===== src/rtl/fillscreen.sv =====
// fillscreen: full-screen fill engine for the 160x120, 3-bit-colour VGA
// adapter. On start it emits one pixel write per clock in column-major order,
// colouring every pixel with its column index modulo 8 (vertical colour bars).
// The colour input is reserved and ignored.
module fillscreen (
  input  logic       clk,
  input  logic       rst_n,
  input  logic [2:0] colour,
  input  logic       start,
  output logic       done,
  output logic [7:0] vga_x,
  output logic [6:0] vga_y,
  output logic [2:0] vga_colour,
  output logic       vga_plot
);

  localparam logic [7:0] LastX = 8'd159;
  localparam logic [6:0] LastY = 7'd119;

  typedef enum logic [1:0] {
    S_IDLE,
    S_FILL,
    S_DONE
  } state_t;

  state_t     r_state;
  logic [7:0] r_x;
  logic [6:0] r_y;
  logic [2:0] r_colour;
  logic       r_plot;
  logic       r_done;

  // Busy / plot-enable flag; always equal to vga_plot.
  logic       mask;

  state_t     w_nextState;
  logic [7:0] w_nextX;
  logic [6:0] w_nextY;
  logic       w_nextPlot;
  logic       w_nextDone;

  // Folds the reserved colour input into a deliberately unused wire.
  logic       w_unused;
  assign w_unused = ^colour;

  // Next-state and next-output logic: walk y down each column, then step x.
  always_comb begin
    w_nextState = r_state;
    w_nextX     = r_x;
    w_nextY     = r_y;
    w_nextPlot  = 1'b0;
    w_nextDone  = 1'b0;
    case (r_state)
      S_IDLE: begin
        if (start) begin
          w_nextX     = 8'd0;
          w_nextY     = 7'd0;
          w_nextPlot  = 1'b1;
          w_nextState = S_FILL;
        end
      end
      S_FILL: begin
        if (r_y < LastY) begin
          w_nextY    = r_y + 7'd1;
          w_nextPlot = 1'b1;
        end else if (r_x < LastX) begin
          w_nextY    = 7'd0;
          w_nextX    = r_x + 8'd1;
          w_nextPlot = 1'b1;
        end else begin
          w_nextDone  = 1'b1;
          w_nextState = S_DONE;
        end
      end
      S_DONE: begin
        w_nextDone = 1'b1;
        if (!start) begin
          w_nextDone  = 1'b0;
          w_nextState = S_IDLE;
        end
      end
      default: begin
        w_nextState = S_IDLE;
      end
    endcase
  end

  // State and registered outputs; colour is registered together with x.
  always_ff @(posedge clk or negedge rst_n) begin
    if (!rst_n) begin
      r_state  <= S_IDLE;
      r_x      <= 8'd0;
      r_y      <= 7'd0;
      r_colour <= 3'd0;
      r_plot   <= 1'b0;
      r_done   <= 1'b0;
      mask     <= 1'b0;
    end else begin
      r_state  <= w_nextState;
      r_x      <= w_nextX;
      r_y      <= w_nextY;
      r_colour <= w_nextX[2:0];
      r_plot   <= w_nextPlot;
      r_done   <= w_nextDone;
      mask     <= w_nextPlot;
    end
  end

  assign vga_x      = r_x;
  assign vga_y      = r_y;
  assign vga_colour = r_colour;
  assign vga_plot   = r_plot;
  assign done       = r_done;

endmodule


===== config.mk =====
export PLATFORM = sky130hd
export DESIGN_NAME = fillscreen
export DESIGN_NICKNAME = d
export VERILOG_FILES = /design/src/rtl/fillscreen.sv
export SDC_FILE = /design/constraint.sdc
export NUM_CORES = 1
export LEC_CHECK = 0
export BUFFER_PORTS_ARGS = -buffer_cell sky130_fd_sc_hd__buf_2
export CORE_MARGIN = 1
export CORE_UTILIZATION = 48
export CTS_CLUSTER_DIAMETER = 60
export DETAILED_ROUTE_END_ITERATION = 16
export PLACE_DENSITY = 0.75
export SLEW_MARGIN = 0
export SYNTH_ARGS = -nofsm -noshare
export SYNTH_HDL_FRONTEND = slang
export SYNTH_SLANG_ARGS = --single-unit

===== constraint.sdc =====
create_clock -name clk -period 1.76 [get_ports clk]
set_input_delay 0.176 -clock clk [delete_from_list [all_inputs] [get_ports clk]]
set_output_delay 0.176 -clock clk [all_outputs]
set_load 0.05 [all_outputs]

### Yosys cells after proc, flatten, opt, wreduce, memory -nomap -nowiden

Index checks and enable logic that the tools add are counted.

| storage, ports and cells | value |
|---|---|
| bits in registers | 19 |
| output and inout port bits | 20 |
| logic and storage cells | 43 |

| cells by class | value |
|---|---|
| equal/unequal tests | 8 |
| reductions and logical operators | 5 |
| mux-type cells | 20 |
| magnitude comparators | 2 |
| add/subtract/negate cells | 2 |

Operators by type and width:

| cell | number |
|---|---|
| 8-bit two-way mux | 3 |
| 7-bit two-way mux | 3 |
| 8-bit case mux with 2 select lines | 1 |
| 7-bit case mux with 2 select lines | 1 |
| 2-bit inequality test (second input constant) | 5 |
| 8-bit by 1-bit adder with 8-bit output (second input constant) | 1 |
| 8-bit < comparator (second input constant) | 1 |
| 2-bit two-way mux | 4 |
| 4-bit AND reduction | 2 |
| 7-bit by 1-bit adder with 7-bit output (second input constant) | 1 |
| 7-bit < comparator (second input constant) | 1 |
| 2-bit case mux with 3 select lines | 1 |
| 1-bit two-way mux | 5 |
| 1-bit case mux with 2 select lines | 2 |
| 3-bit inequality test (second input constant) | 1 |
| 3-bit AND reduction | 1 |
| 2-bit by 1-bit equality test with 1-bit output (second input constant) | 1 |
| 2-bit equality test (second input constant) | 1 |
| 2-bit zero test | 1 |
| 2-bit nonzero test | 1 |

### Logic depth before layout (Yosys ltp)

Gate-level depths: netlist of run 1.

| depth | value |
|---|---|
| depth after elaboration | 4 |
| depth in mapped cells | 7 |

### Worst setup path before layout of run 1

Ideal clock, no wire load.

| timing | value |
|---|---|
| path kind | register to register |
| from | register r_x[0] (netlist: vga_x[0]) |
| to | register r_x[7] (netlist: vga_x[7]) |
| period minus slack after synthesis | 2.020 ns |
| setup time | 0.091 ns |
| slack | -0.260 ns |
| stages on the path, launching flop included | 6 |
| data arrival time | 1.930 ns |
| cell sequence | dfrtp_1 -> ha_1 -> nand4_1 -> a211oi_1 -> nor3_1 -> o221ai_1 |

| between the ends | value |
|---|---|
| cells in the longest elaborated chain, start to end | 4 |

Ends and longest elaborated chain:

| item | line | RTL |
|---|---|---|
| from (decl) | 27 | `logic [7:0] r_x;` |
| from (signal assigned) | 100 | `r_x <= w_nextX;` |
| 8-bit by 1-bit adder with 8-bit output | 68 | `w_nextX = r_x + 8'd1;` |
| 8-bit two-way mux | 66 | `end else if (r_x < LastX) begin` |
| 8-bit two-way mux | 63 | `if (r_y < LastY) begin` |
| 8-bit case mux with 2 select lines | 53 | `case (r_state)` |

Parallel ways exist; a longest one is shown, timed or not. The select of a mux whose other input is x is not followed.
A chain may end at the register's enable or synchronous reset.

### Worst setup path after layout of run 1

| timing | value |
|---|---|
| from | register r_state[0] |
| to | register r_x[6] (netlist: vga_x[6]) |

| between the ends | value |
|---|---|
| cells in the longest elaborated chain, start to end | 3 |

Ends and longest elaborated chain:

| item | line | RTL |
|---|---|---|
| from (decl) | 26 | `state_t r_state;` |
| from (signal assigned) | 99 | `r_state <= w_nextState;` |
| 2-bit by 1-bit equality test with 1-bit output or 2-bit zero test (tied branches) | 53 |  |
| 2-bit inequality test (no source line) or 2-bit nonzero test (tied branches) | n/a |  |
| 4-bit AND reduction (no source line) | n/a |  |

Parallel ways exist; a longest one is shown, timed or not.

==> flow_results.org, run 1 <==
** Critical path
- Type of the worst setup path :: reg2reg
- Data on the critical path arrives at its endpoint at roughly 1.9 ns.
- Slowest cell on crit path :: dfrtp_1
- Required time of the critical path :: 1.95 ns
- Crit-path max FO :: 4
- Startpoint Class :: flop
- Largest stage delay, worst path :: 0.40 ns
- Crit. End Element :: flop
- The signal on the critical path passes through buf_4, ha_4, clkinvlp_4, a211oi_4, buf_4, o41ai_2, o41ai_2.

** Synthesis
- Most numerous cell types in the synthesized netlist :: dfrtp_1, inv_1, nand2_1, a21oi_1
- Dominant synthesized flop cell :: dfrtp_1
- After synthesis the netlist holds a flip-flop and latch count of 19.
- Number of enable-type register cells in the synthesized netlist :: 0
- Sequential area share after synthesis :: approximately 40%
- Of the post-synthesis cell area, the dominant cell type holds 40.17%.
- Synthesized netlist cell count :: ~120
- Synthesis produced a netlist with a net count of 135.
- The Yosys step of the flow raised 0 warnings.
- Yosys attributes the largest share of cell area to dfrtp_1, ha_1, inv_1, nand2_1, o41ai_1.
- Post-synthesis instance area :: 1184 sq um
- Average footprint of a synthesized cell :: 9.545 sq um
- Yosys instantiated no cell more often than dfrtp_1.
- Unique cell type count in the Yosys netlist :: between 40 and 50
- Cell taking the most area after synthesis :: dfrtp_1
- Async SR Flop Fraction :: 100.0%

** Floorplanning
- Top Ports :: 26
- Row Count :: 17
- Width of the die :: 51.66 um
- The initial utilization of the core area, before any placement, comes to a little over half.
- Vertical extent of the die :: roughly 52 um
- The die covers ~2700 sq um.
- In this run the standard cell core region covers 2276 sq um.

** Power and ir drop
- Pwr dens :: 444.6 nW/um^2
- VDD IR max :: approximately 430 uV
- Relative contribution of sequential cells to total power :: 64.6%
- Switching power :: between 100 and 150 uW
- Fraction of power spent switching nets :: 21.64%
- The internal power of the cells totals between 500 and 600 uW.
- The clock network burns 33.2% of the power.
- In this run the static leakage power is roughly 0.7 nW.
- Combinational share of power :: 2.2%

** Final layout
- The area growth from synthesis to layout is 28.22%.
- For this run, the post-layout net count is about 170.
- The sequential cells in the finished layout cover a total of 486.7 sq um.
- Total of fill cells in the finished design :: ~170
- The post-route netlist has between 40% and 50% of its cells at a drive strength greater than 1.
- The number of antenna diodes in the final layout is 0.
- The multi-input combinational cells in the finished layout cover a total of 718.2 sq um.

** Detailed routing
- Across all layers, the routed design uses 1100 vias.
- After the first detailed-routing iteration, the DRC count stood at 34.
- Avg Vias per Cell :: roughly 6
- Number of antenna-violating nets in the routed design :: 0
- Routed wirelength normalized by instance count :: approximately 15 um
- After detailed routing, the number of remaining DRC violations is 0.
- Wires add up to 2.813 mm.
- The first detailed-routing pass took 4 iterations.

** Clock tree
- In this run the number of H-tree levels came out at 1.
- Source-to-sink clock delay at the later pin of the worst-skew pair :: about 0.30 ns
- Library cell used as clock root buffer :: clkbuf_4
- In this run the deepest clock path goes through 2 buffers.
- Clock slew at reported path FFs :: between 0.1 and 0.15 ns
- Sink count of the clock tree :: 19
- Clock tree from TritonCTS :: built
- Counting the buffers created by CTS gives 3.

** Timing
- Sum of negative setup slack :: 0 ns
- Highest clock frequency the design can meet :: 579.1 MHz
- The worst pin sits at a relative slew slack of between 70% and 80%.
- Final Max Slew Viols :: 0
- Across all setup checks in the final design, the least slack found is roughly 0.033 ns.
- Final clock skew :: roughly 0.011 ns
- At the pin with the least slew margin, the transition time is 0.4295 ns.
- After layout, the worst path uses a little over nine tenths of the clock period.
- Final count of hold timing violations :: 0
- Setup violations, final :: 0
- Final worst hold slack :: between 0.15 and 0.2 ns
- The worst path in the final design needs a cycle of around 1.7 ns, including I/O delays and setup.

** Place
- Routability Congestion :: around 0.85
- The wire-length estimate of the detail-placed layout is 1.927 mm.
- Buffers placed on the I/O ports in this run total 22.
- Setup slack at placement :: ~0.014 ns

** Global route
- Congestion Overflow GR :: 0
- The first global-routing pass estimated 4.457 mm of wire.
- Number of antenna violations at the first check in global routing :: 0
- GRT Overall Usage :: 22.55%
- Number of global-route vias before repair :: 1009
- Maximum number of pins on one net before global-route repair :: 20

** Worst hold path
- Class of the worst hold path :: in2reg

** Status
- The run finished with clean final reports.

** Run
- Max-Cap Viols :: 0
[sequential cells by signal (all words and copies together) (netlist names)]
name,cells
vga_x,8
vga_y,7
r_state,2
vga_plot,1
done,1
[cells by family (layout without fill, tap and decap cells)]
kind of cell,after synthesis,in the layout,synth area share [%]
muxes,3,3,2.537
and+or+nand+nor,40,40,18.60
buffers and inverters,17,49,7.928
adders and majority gates,5,5,5.285
AOI/OAI and AO/OA,39,39,24.74
xor gates and xnor gates,1,1,0.7401
DFF,19,19,40.17
[per-layer routing]
metal / vias to the layer above / GRT usage (%) / wire length, um / part of all wire (%)
li1: 525 / - / - / -
met1: 531 / 29.70 / 1228 / 44
met2: 37 / 36.36 / 1403 / 50
met3: 7 / 4.094 / 139 / 4.9
met4: 0 / 9.009 / 42 / 1.5
met5: - / 0 / 0 / 0
[cell type report]
type / instances / area share (%)
flip-flops and latches: 19 / 32.07
well taps: 28 / 2.308
clock buffers: 4 / 1.731
inverters: 11 / 2.968
repair buffers: 34 / 13.60
multi-input cells: 88 / 47.32
[power by group through the flow]
stage          registers, mW  logic (mW)  clock network (mW)
2_1_floorplan          0.445    0.000416                   0
3_3_place_gp           0.445      0.0121                   0
3_5_place_dp           0.445      0.0121                   0
4_1_cts                0.436      0.0138               0.225
5_1_grt                0.436      0.0168               0.256
6_report               0.436      0.0148               0.224
[through the flow]
stage	std cells	util (%)	power [mW]	area, sq um
after detailed placement	175	59.98	0.4568	1365
after global placement	175	59.98	0.4568	1365
after floorplan	124	-	0.4452	1220
final	184	66.69	0.6748	1518
after global routing	184	66.69	0.7089	1518
after CTS	180	61.90	0.6749	1409
[worst max-delay path: cells and delay by family, from the launching register on]
family / cells / cell delay (ns)
compound gates: 3 / 0.57
buf+inv: 3 / 0.46
flops: 1 / 0.40
fa+ha+maj: 1 / 0.18
[path summary, 6_finish.rpt]
check                                       startpoint              endpoint  slack [ns]  depth (start not counted)
worst max-delay path            r_state[0]$_DFFE_PN0P_  vga_x[6]$_DFFE_PN0P_        0.03                          7
worst min-delay path                             start    vga_plot$_DFF_PN0_        0.18                          2
worst max register to register  r_state[0]$_DFFE_PN0P_  vga_x[6]$_DFFE_PN0P_        0.03                          7
worst min register to register    vga_y[0]$_DFFE_PN0P_  vga_y[0]$_DFFE_PN0P_        0.55                          1
max in group asynchronous                        rst_n  vga_y[1]$_DFFE_PN0P_        1.10                          2
min in group asynchronous                        rst_n  vga_x[6]$_DFFE_PN0P_        0.32                          2
[what timing repair did]
| item | CTS | global route |
|---|---|---|
| hold buffers | 1 | 0 |
| resized for setup | 1 | 15 |
| cloned | 0 | 0 |
| pin swaps | 0 | 2 |
| setup buffers | 0 | 4 |
| endpoints found under the setup margin | 1 | 15 |
| hold endpoints to repair | 19 | 0 |
[placed cells by master (no fill, tap or decap), types with 2 or more instances in the layout]
cell type	instances
ha_1	2
buf_2	22
o21ai_0	4
nand4_1	2
nor3_1	3
clkbuf_4	3
or4_1	2
o41ai_1	2
mux2i_1	2
ha_4	2
o41ai_2	3
a31oi_1	5
a21oi_1	4
and2_1	3
nor2_1	5
inv_1	9
buf_4	10
nand3b_1	2
nand3_1	5
nand2_1	10
dfrtp_2	9
dfrtp_1	10
o221ai_1	2
a21oi_4	2
o22ai_1	2
Note: power is estimated with default switching activity, not from simulation.
==> run 2: changes to the inputs <==
SETUP_SLACK_MARGIN = 0.1   (was not set)
==> run 2 against run 1 <==
Net effect: utilization grew 7.0 points; setup slack gained 0.027 ns; critical path depth shrank 2; maximum frequency grew 1.6%; global-route usage grew 1.9 points; register-to-register slack gained 0.03 ns; worst hold slack lost 0.0072 ns; sequential share of layout area shrank 2.9 points; critical path type unchanged.
==> flow_results.org, run 2 (synthesis gave the netlist of run 1 again) <==
** Status
- The flow ran to the end, and the final reports show no timing, DRC or antenna violations.

** Final layout
- Footprint of the flip-flops and latches :: slightly below 500 sq um
- Share of layout cells above drive strength 1 :: roughly 51%
- Most used cells in the layout excluding fill and tap cells :: buf_2, buf_4, dfrtp_2
- The register with the most flip-flops in the layout has 8 of them.
- Number of diodes :: 0
- Most common cell after layout, fill and taps aside :: buf_2
- At the end of the flow, the number of nets in the layout was between 150 and 200.
- Area occupied by multi-input gates :: between 700 and 800 sq um
- Final std cell area, no fill :: between 1500 and 2000 sq um
- Synth-to-layout area growth :: 41.75%
- Fill cells in the final layout number approximately 160.
- Count of placed standard cells in the final layout, fillers left out :: 194

** Timing
- At the pin with the least slew margin, the transition time is approximately 0.41 ns.
- Final count of hold timing violations :: 0
- Share of the clock period used by the worst path after layout :: 96.56%
- Final clock skew :: roughly 0.0027 ns
- Final critical-path required period :: between 1.5 and 2 ns
- Highest clock frequency the design can meet :: 588.4 MHz
- In the final timing run, aggregate negative setup slack is 0 ns.
- Setup repair after global routing could not meet its margin everywhere.
- Measured against its own limit, the worst slew margin works out to 72.55%.
- The final max-slew violation count came to 0.
- Setup violations, final :: 0

** Global route
- Entering global routing, the biggest net connects 20 pins.
- In the global route stage, met3 resource usage came out at 3.509%.
- Number of global-route vias before repair :: between 1000 and 1500
- The first global-routing pass estimated 4.740 mm of wire.
- The number of antenna violations at the first check in global routing is 0.
- GRT Overall Usage :: 24.47%
- Busiest metal layer after global routing :: met2
- Global routing consumed, on the met1 layer, between 30% and 40% of the routing resources.
- Congestion Overflow GR :: 0
- Met2 GRT Util :: 40.04%

** Floorplanning
- The die covers between 2000 and 3000 sq um.
- Row Count :: 17
- Vertical extent of the die :: about 52 um
- After floorplanning, the core was sized to cover around 2300 sq um.
- The floorplan step set the die width to 51.66 um.
- Initial Util :: 52.01%
- 26 I/O pins were placed.

** Critical path
- For the worst setup path, the data required time is about 2 ns.
- The setup path with the least slack is of type reg2reg.
- Among all stages on the critical path, the largest delay is contributed by dfrtp_1.
- Along the worst path, the maximum fanout reaches 7.
- Startpoint Class :: flop
- Critical path data arrival time :: 1.92 ns
- STA classifies the critical path endpoint as a flop.
- The critical path goes through nand4_1, a211oi_4, nor3_2, buf_4, o221ai_1.
- Largest stage delay, worst path :: between 0.5 and 0.6 ns

** Detailed routing
- Number of antenna-violating nets in the routed design :: 0
- Summed over all layers, the routed wires come to 3.287 mm.
- After detailed routing, the average wire length per cell comes to 16.94 um.
- Total number of vias :: between 1000 and 1500
- Violation count after the first detailed-route iteration :: 36
- Remaining DRCs :: 0
- In the routed layout, each cell is associated on average with a via count of about 6.
- The pre-antenna-repair detailed-routing pass consisted of 4 iterations.

** Place
- In this run the cell area measured after placement is 1389 sq um.
- In this run, placement finished with an instance count of approximately 180.
- HPWL reported at the end of detailed placement :: 2.016 mm
- IO buf count :: 22
- Routability-driven placement finished with a final weighted congestion of about 0.89.

** Power and ir drop
- In this run the power density over the cells is 406.5 nW/um^2.
- IR analysis of the VDD net gives a maximum drop of between 400 and 500 uV.
- Leakage power figure :: 0.7632 nW

** Clock tree
- Sink count of the clock tree :: 19
- In this run, CTS created clock tree buffers numbering 3.
- At the later pin of the worst-skew pair, clock insertion delay measures 0.31 ns.
- Bufs on Longest Clock Path :: 2
- Clock tree from TritonCTS :: built
- The tree is rooted in a clkbuf_4.
- Clock slew at reported path FFs :: approximately 0.11 ns
- CTS built an H-tree with a depth of 1.

** Worst hold path
- Class of the worst hold path :: in2reg

** Run
- Max-Cap Viols :: 0
[run 2: cell count changes in the layout (fill, tap and decap cells not counted), moves of 2 or more]
cell and delta:
buf_4 +8, buf_6 +2, dfrtp_1 -2, dfrtp_2 +2
o41ai_1 -2, o41ai_4 +3
[run 2: per-stage QoR]
| step | power [mW] | hold slack (ns) | utilization (%) | setup slack, ns |
|---|---|---|---|---|
| 2_1_floorplan | 0.4452 | -0.1196 | - | 0.06065 |
| 3_3_place_gp | 0.4565 | 0.1314 | 61.02 | 0.06388 |
| 3_5_place_dp | 0.4570 | 0.1359 | 61.02 | -0.06038 |
| 4_1_cts | 0.6807 | 0.1710 | 66.96 | 0.07985 |
| 5_1_grt | 0.7031 | 0.1817 | 73.72 | 0.01302 |
| 6_report | 0.6820 | 0.1755 | 73.72 | 0.06061 |
[run 2: cell type report]
class	instances	area share, %
flip-flops and latches	19	29.16
clock buffers	4	1.566
multi-input cells	88	47.43
well taps	28	2.088
repair buffers	44	17.23
inverters	11	2.535
[run 2: report_power, final]
part,total (mW),internal (mW),switching [mW],leakage [nW]
Combinational,0.0147,0.00421,0.0105,0.534
Sequential,0.436,0.436,0,0.214
Clock,0.231,0.0886,0.143,0.0150
[run 2: final timing paths]
kind                                 startpoint                    to  slack (ns)  cells after the start
max in group asynchronous                 rst_n  vga_y[1]$_DFFE_PN0P_        1.13                      2
min in group asynchronous                 rst_n  vga_x[5]$_DFFE_PN0P_        0.32                      2
max                        vga_x[3]$_DFFE_PN0P_  vga_x[7]$_DFFE_PN0P_        0.06                      5
min                                       start    vga_plot$_DFF_PN0_        0.18                      2
min reg2reg                vga_y[4]$_DFFE_PN0P_  vga_y[4]$_DFFE_PN0P_        0.53                      1
max reg2reg                vga_x[3]$_DFFE_PN0P_  vga_x[7]$_DFFE_PN0P_        0.06                      5
[run 2: layer usage]
metal	up-vias	share of wire, %
met5	-	0
met4	0	3.0
met3	11	4.8
met2	42	51
met1	562	42
li1	546	-
[run 2: critical path: cells and delay by family, from the launching register on]
kind            cells  cell delay, ns
compound gates      2            0.55
simple gates        2            0.36
flops               1            0.54
buf+inv             1            0.16
[run 2: what timing repair did]
item | 4_1_cts | 5_1_grt
hold buffers | 1 | 0
pin swaps | 1 | 9
setup endpoints to repair | 15 | 16
endpoints found under the hold margin | 19 | 0
buffers inserted | 2 | 9
gates resized for setup | 15 | 17
